## config.mk

```make
export PLATFORM = sky130hd
export DESIGN_NAME = truth_table_sequencer
export DESIGN_NICKNAME = d
export VERILOG_FILES = /design/src/rtl/truth_table_sequencer.sv
export SDC_FILE = /design/constraint.sdc
export NUM_CORES = 1
export LEC_CHECK = 0
export ABC_AREA = 1
export CAP_MARGIN = 20
export CORE_MARGIN = 4
export CORE_UTILIZATION = 40
export DETAILED_ROUTE_END_ITERATION = 10
export PLACE_DENSITY = 0.68
export SYNTH_ARGS = -nofsm -noshare
export SYNTH_HDL_FRONTEND = slang
export SYNTH_SLANG_ARGS = --single-unit
export TNS_END_PERCENT = 50
```

## constraint.sdc

```tcl
create_clock -name clk -period 3.65 [get_ports clk]
set_input_delay 0.9125 -clock clk [delete_from_list [all_inputs] [get_ports clk]]
set_output_delay 0.9125 -clock clk [all_outputs]
set_load 0.1 [all_outputs]
```

## src/rtl/truth_table_sequencer.sv

```systemverilog
// truth_table_sequencer: walks A,B,C through all 8 vectors and checks the
// NAND-only and NOR-only builds of F = A' + BC against the expected F.
//
// Ports:
//   clk, rst_n      clock (rising edge), async active-low reset
//   start           level-sampled run request (IDLE or DONE only)
//   y_nand, y_nor   responses of the two gate-level implementations
//   A, B, C         registered stimulus, {A,B,C} = vector index
//   busy, done      run in progress / results valid
//   pass            no mismatches in the last run (valid while done)
//   nand_ok_mask    bit i set when y_nand matched at vector i
//   nor_ok_mask     bit i set when y_nor matched at vector i
//   err_count       total mismatches, 0..16
//   first_fail      {valid, index} of first failing vector
//
// Build option: FIRST_FAIL_CAPTURE_EN enables first_fail capture;
// without it first_fail is tied to zero.
module truth_table_sequencer #(
    parameter int SETTLE_CYCLES = 2
) (
    input  logic       clk,
    input  logic       rst_n,
    input  logic       start,
    input  logic       y_nand,
    input  logic       y_nor,
    output logic       A,
    output logic       B,
    output logic       C,
    output logic       busy,
    output logic       done,
    output logic       pass,
    output logic [7:0] nand_ok_mask,
    output logic [7:0] nor_ok_mask,
    output logic [4:0] err_count,
    output logic [3:0] first_fail
);

    typedef enum logic [1:0] {
        S_IDLE,
        S_SETTLE,
        S_SAMPLE,
        S_DONE
    } state_t;

    // F = ~A | (B & C) over vectors 7..0
    localparam logic [7:0] EXP = 8'h8F;
    localparam logic [3:0] SETTLE_LD = 4'(SETTLE_CYCLES);

    state_t      state_q;
    logic [2:0]  vec_q;
    logic [3:0]  cnt_q;
    logic        busy_q;
    logic        done_q;
    logic        pass_q;
    logic [7:0]  nand_mask_q;
    logic [7:0]  nor_mask_q;
    logic [4:0]  err_q;

    logic        exp_f;
    logic        nand_hit;
    logic        nor_hit;
    logic [4:0]  err_d;
    logic [7:0]  nand_mask_d;
    logic [7:0]  nor_mask_d;

`ifdef FIRST_FAIL_CAPTURE_EN
    logic [3:0]  ff_q;
`endif

    always_comb begin
        exp_f       = EXP[vec_q];
        nand_hit    = (y_nand == exp_f);
        nor_hit     = (y_nor == exp_f);
        err_d       = err_q + {4'b0, ~nand_hit}
                            + {4'b0, ~nor_hit};
        nand_mask_d = nand_mask_q | (8'(nand_hit) << vec_q);
        nor_mask_d  = nor_mask_q | (8'(nor_hit) << vec_q);
    end

    always_ff @(posedge clk or negedge rst_n) begin
        if (!rst_n) begin
            state_q     <= S_IDLE;
            vec_q       <= 3'd0;
            cnt_q       <= 4'd0;
            busy_q      <= 1'b0;
            done_q      <= 1'b0;
            pass_q      <= 1'b0;
            nand_mask_q <= 8'h00;
            nor_mask_q  <= 8'h00;
            err_q       <= 5'd0;
`ifdef FIRST_FAIL_CAPTURE_EN
            ff_q        <= 4'd0;
`endif
        end else begin
            unique case (state_q)
                S_IDLE, S_DONE: begin
                    // DONE restarts exactly like IDLE
                    if (start) begin
                        state_q     <= S_SETTLE;
                        vec_q       <= 3'd0;
                        cnt_q       <= SETTLE_LD;
                        busy_q      <= 1'b1;
                        done_q      <= 1'b0;
                        pass_q      <= 1'b0;
                        nand_mask_q <= 8'h00;
                        nor_mask_q  <= 8'h00;
                        err_q       <= 5'd0;
`ifdef FIRST_FAIL_CAPTURE_EN
                        ff_q        <= 4'd0;
`endif
                    end
                end
                S_SETTLE: begin
                    if (cnt_q <= 4'd1) begin
                        state_q <= S_SAMPLE;
                    end else begin
                        cnt_q <= cnt_q - 4'd1;
                    end
                end
                S_SAMPLE: begin
                    nand_mask_q <= nand_mask_d;
                    nor_mask_q  <= nor_mask_d;
                    err_q       <= err_d;
`ifdef FIRST_FAIL_CAPTURE_EN
                    if (!ff_q[3] && !(nand_hit && nor_hit)) begin
                        ff_q <= {1'b1, vec_q};
                    end
`endif
                    if (vec_q == 3'd7) begin
                        state_q <= S_DONE;
                        busy_q  <= 1'b0;
                        done_q  <= 1'b1;
                        pass_q  <= (err_d == 5'd0);
                    end else begin
                        state_q <= S_SETTLE;
                        vec_q   <= vec_q + 3'd1;
                        cnt_q   <= SETTLE_LD;
                    end
                end
                default: begin
                    state_q <= S_IDLE;
                end
            endcase
        end
    end

    assign {A, B, C}    = vec_q;
    assign busy         = busy_q;
    assign done         = done_q;
    assign pass         = pass_q;
    assign nand_ok_mask = nand_mask_q;
    assign nor_ok_mask  = nor_mask_q;
    assign err_count    = err_q;

`ifdef FIRST_FAIL_CAPTURE_EN
    assign first_fail = ff_q;
`else
    assign first_fail = 4'b0000;
`endif

endmodule

```

== Word-level counts from Yosys, hierarchy flattened ==
Memory sizes are Yosys's and may differ from the RTL's.
Cells that the tools add are included.
W data, S select, Z words.

* Register bits: 33
* Bits in read-only memories: 8
* Bits of input ports: 5
* Output and inout bits: 31
* Logic and storage cells: 67
* Memories: 1

{| class="wikitable"
|+ Memory list
! memory !! depth !! width !! rd ports !! clocked after Yosys merged registers in !! wr ports !! RTL line !! RTL
|-
| (name not given) || 8 || 1 || 1 || 0 || 0 || 71 || <nowiki>exp_f = EXP[vec_q];</nowiki>
|}

* $add $sub $neg: 4
* Magnitude comparators: 2
* Equal/unequal tests: 11
* Shift operators: 2
* Muxes and demuxes: 25
* Bitwise logic cells: 4
* Reductions and logical operators: 9

{| class="wikitable"
|+ Operator list
! kind !! number
|-
| $pmux W8 S2 || 2
|-
| $or A8 B8 Y8 || 2
|-
| $shl A1 B3 Y8 || 2
|-
| $mux W4 || 3
|-
| $pmux W4 S3 || 1
|-
| $add A5 B1 Y5 || 2
|-
| $ne A2 B2 Y1 const B || 5
|-
| $pmux W5 S2 || 1
|-
| $reduce_and A3 Y1 || 3
|-
| $mux W8 || 1
|-
| $mux W1 || 6
|-
| $mux W2 || 3
|-
| $mux W3 || 2
|-
| $pmux W1 S2 || 3
|-
| $pmux W2 S3 || 1
|-
| $pmux W3 S2 || 1
|-
| $logic_not A5 Y1 || 1
|-
| $mux W5 || 1
|-
| $eq A2 B2 Y1 const B || 2
|-
| $le A4 B1 Y1 const B || 1
|-
| $lt A3 B4 Y1 const B || 1
|-
| $reduce_and A2 Y1 || 2
|-
| $sub A4 B1 Y4 const B || 1
|-
| $add A3 B1 Y3 const B || 1
|-
| other kinds (7) || 9
|}

== Depth between registers and ports, before layout ==
* Word-level depth: 9
* Mapped depth: 15
* Gate-level depth less buffers: 15

== Worst setup path after synthesis ==
No wires, ideal clock.

* Path kind: reg-to-reg
* From: register vec_q[0]
* To: register pass_q (netlist: pass)
* Setup time: 0.068 ns
* Arrival time: 2.894 ns
* Data required time: 3.582 ns
* Slack: 0.688 ns
* Stages on the path, launching flop included: 16
* Path buffers: 0
* Period minus slack after synthesis: 2.962 ns
* Path through: dfrtp_1 > ha_1 > inv_1 > ha_1 > inv_1 > nand2_1 > and2_1 > fa_1 > inv_1 > ha_1 > nand3_1 > nand2_1 > nand2_1 > inv_1 > nand3_1 > nand2_1

* Word-level cells in the longest chain between the ends: 9
* Elaborated cells on any way between the ends: 14
* Classes of those cells: add/sub: 2; eq/ne: 4; mux: 3; bitwise: 2; reduce/logical: 2; memory: 1

{| class="wikitable"
|+ RTL lines
! element !! RTL line !! RTL
|-
| start: declaration || 50 || <nowiki>logic [2:0] vec_q;</nowiki>
|-
| start signal: assignment || 136 || <nowiki>vec_q <= vec_q + 3'd1;</nowiki>
|-
| $mem_v2 Z8 W1 || n/a ||
|-
| $mux W1 (not written as such) || 71 ||
|-
| $eq A1 B1 Y1 || 72 || <nowiki>nand_hit = (y_nand == exp_f);</nowiki>
|-
| $not A1 Y1 || 74 || <nowiki>err_d = err_q + {4'b0, ~nand_hit}</nowiki>
|-
| $add A5 B1 Y5 || 74 ||
|-
| $add A5 B1 Y5 || 75 || <nowiki>+ {4'b0, ~nor_hit};</nowiki>
|-
| $logic_not A5 Y1 || 133 || <nowiki>pass_q <= (err_d == 5'd0);</nowiki>
|-
| $mux W1 || 129 || <nowiki>if (vec_q == 3'd7) begin</nowiki>
|-
| $pmux W1 S2 || 95 || <nowiki>unique case (state_q)</nowiki>
|-
| end signal: assignment || 133 ||
|-
| end: declaration || 54 || <nowiki>logic pass_q;</nowiki>
|}

Parallel ways exist; a longest one is shown, timed or not. The select of a mux whose other input is x is not followed.
A chain may end at the register's enable or synchronous reset.

== Final worst setup path ==
* From: register nand_mask_q[1] (netlist: nand_ok_mask[1])
* To: output port nand_ok_mask[1]

{| class="wikitable"
|+ RTL lines
! element !! RTL line !! RTL
|-
| start: declaration || 55 || <nowiki>logic [7:0] nand_mask_q;</nowiki>
|-
| start signal: assignment || 121 || <nowiki>nand_mask_q <= nand_mask_d;</nowiki>
|-
| end: declaration || 32 || <nowiki>output logic [7:0] nand_ok_mask,</nowiki>
|}

No word-level cell between the ends.

==> results.md <==
* Worst slack, placed at 723 ps
* Leak at 1.07 nW
* Worst-path cell chain: clkdlybuf4s50_1
* VDD IR max at 0.396 mV
* Library cells used by synthesis at 26
* Top cells by area, synth: dfrtp_1, nor2_1, nand2_1
* Logic gate share of total power at 55.5%
* Worst slew pin tran at 970 ps
* Final Util at 50.4%
* Clk_lat worst skew at 290 ps
* Overflow after GRT at 0
* Max cap viols at 0
* Power Density at 778 mW/mm^2
* Met2 Use GR at 22.1%
* Gr usage total at 14.4%
* First-pass GRT wire length at 6170 um
* # rows at 24
* Clock network power share at 15.7%
* DRT iter0 DRCs at 74
* Hold-fix buffers, CTS at 0
* Setup Viol. Count Final at 0
* Period utilization at 73.9%
* Normalized max-slew margin at 35.1%
* NetSw at 0.911 mW
* Commonest non-fill, non-tap cell in the layout: nor2_1
* DP Wirelength at 2780 um
* Pwr Total at 1.71 mW
* RSZ-0062 raised after global routing: no
* Switching part of the total at 53.4%
* WL/cell at 12.0 um
* Cell taking the most area after synthesis: dfrtp_1
* Vias in the first global route at 1389
* Post-CTS Setup Inserts at 0
* Max Clk Rate at 371 MHz
* Register bit total from synthesis at 33
* Layout area overhead at 21.7%
* Max Slew Vio Count at 0
* Core Area at 0.00435 mm^2
* Slowest-stage cell, CP: clkdlybuf4s50_1
* Initial core utilization at 41.4%
* Warnings, synthesis at 0
* Final worst slack at 951 ps
* Root buf cell: clkbuf_8
* Maximum fanout along the worst path at 2
* N_diodes at 0
* WP buf/inv at 1
* Pin count of the biggest net entering global routing at 34
* Crit path time final at 2700 ps
* Fill cells at 434
* Final Hold Vio Count at 0
* H-tree depth at 2
* Routing usage on met1 at 18.8%
* CTS Buf Count at 5
* Post-synth top area share at 45.8%
* Worst hold slack at 484 ps
* WP data required at 2740 ps
* Max Root-Sink Buffers at 2
* Worst EP arrival at 1790 ps
* Grt met3 use at 3.74%
* CP Class: reg2out
* Crit end category: output pin
* Max incr delay on CP at 1140 ps
* Initial antenna violation count at 0
* Worst min-delay path category: reg2reg
* Routed via count at 1444
* Final setup TNS at 0 ps
* DR pass1 iterations at 4
* Port buffer count at 31
* Outcome: finished, final reports clean
* CTS sink cnt at 33
* Part of the power in registers at 28.8%
* Gpl congestion at 0.759
* DRC viols at 0
* Busiest grt layer: met2
* Antenna-violating nets left at 0
* Post-synthesis sequential area ratio at 45.8%
* Syn_area_per_cell at 8.39 um^2
* Clock-pin slew on the worst setup and hold paths at 70 ps
* CP top delay family: buffers and inverters
* Final Net Count at 266
* Die Span Y at 75.1 um
* Cells after Synth at 215
* Io pins at 36
* Post-CTS sizing at 0
* Final wirelength at 3640 um
* Via-per-instance ratio at 4.75
* Post-synthesis instance area at 0.00180 mm^2
* Internal power at 0.796 mW
* Layout cells sized above 1 at 12.7%
* Worst setup SP type: flop
* Die X-Extent at 75.1 um
* Die ar. at 0.00565 mm^2
* Worst Skew at 5.02 ps
* Most frequent cells in the layout: nor2_1, nand2_1, dfrtp_1
* TritonCTS clock tree: yes
==> Yosys cell counts (all sizes together) <==
cell,n
nor2,56
nand2,39
dfrtp,33
inv,28
nand3,12
nand4,10
ha,9
o21ai,9
buf,6
o22ai,5
and2,3
a21oi,1
conb,1
fa,1
o211ai,1
xor2,1
==> registers in the layout, summed over array words and instances, names as in the netlist <==
register and flops:
state_q 2, nor_ok_mask 8, done 1, busy 1, nand_ok_mask 8, err_count 5, vec_q 3, pass 1
cnt_q 4
==> logic make-up (layout without fill, tap and decap cells) <==
family	Yosys count	count (layout)	synth area share, %
fa+ha+maj	10	10	7.36
compound gates	16	16	4.93
buf+inv	34	68	9.23
xor+xnor	1	1	0.486
flops	33	33	45.8
simple gates	120	120	32.0
other cells	1	4	0.208
==> worst paths after layout <==
kind                       slack, ps              end  cells past startpoint             from
max                              950  nand_ok_mask[1]                      1  nand_ok_mask[1]
min                              480             pass                      2             pass
max reg2reg                     1180             pass                     14         vec_q[0]
min reg2reg                      480             pass                      2             pass
max in group asynchronous       2320   nor_ok_mask[6]                      2            rst_n
min in group asynchronous       1030  nand_ok_mask[1]                      2            rst_n
==> metal layers <==
| metal | wire length (um) | share of wire, % |
|---|---|---|
| met1 | 1670 | 46 |
| met2 | 1730 | 48 |
| met3 | 136 | 3.7 |
| met4 | 99 | 2.7 |
| met5 | 0 | 0 |
==> area by class of cell <==
type	count	area [um^2]	area share (%)
clock buffers	5	68.8	3.14
clock inverters	3	17.5	0.798
inverters	28	105	4.79
multi-input cells	151	822	37.5
flip-flops and latches	33	826	37.6
well taps	52	65.1	2.96
repair buffers	32	290	13.2
==> worst reg2reg max path, stage by stage (launching register included) <==
cell,delay [ps]
dfrtp_1,460
ha_1,220
inv_1,50
ha_1,210
inv_1,80
nand2_1,100
and2_1,170
fa_1,390
inv_1,100
ha_1,240
nor2_1,110
nand3_1,70
nor2_1,80
nand3_1,70
nand2_1,60
==> power by group through the flow <==
stage / logic, mW / clock network (mW) / registers [mW]
final: 0.947 / 0.268 / 0.492
after CTS: 0.959 / 0.275 / 0.493
after detailed placement: 0.956 / 0 / 0.499
after global placement: 0.945 / 0 / 0.497
after floorplan: 0.520 / 0 / 0.780
after global routing: 1.05 / 0.291 / 0.503
==> stage by stage <==
stage               instances  instance area [um^2]
floorplan                 218                  1810
global placement          296                  2110
detailed placement        296                  2110
CTS                       304                  2190
global route              304                  2190
finish                    304                  2190
No activity file was read; power rests on OpenSTA's default activity.
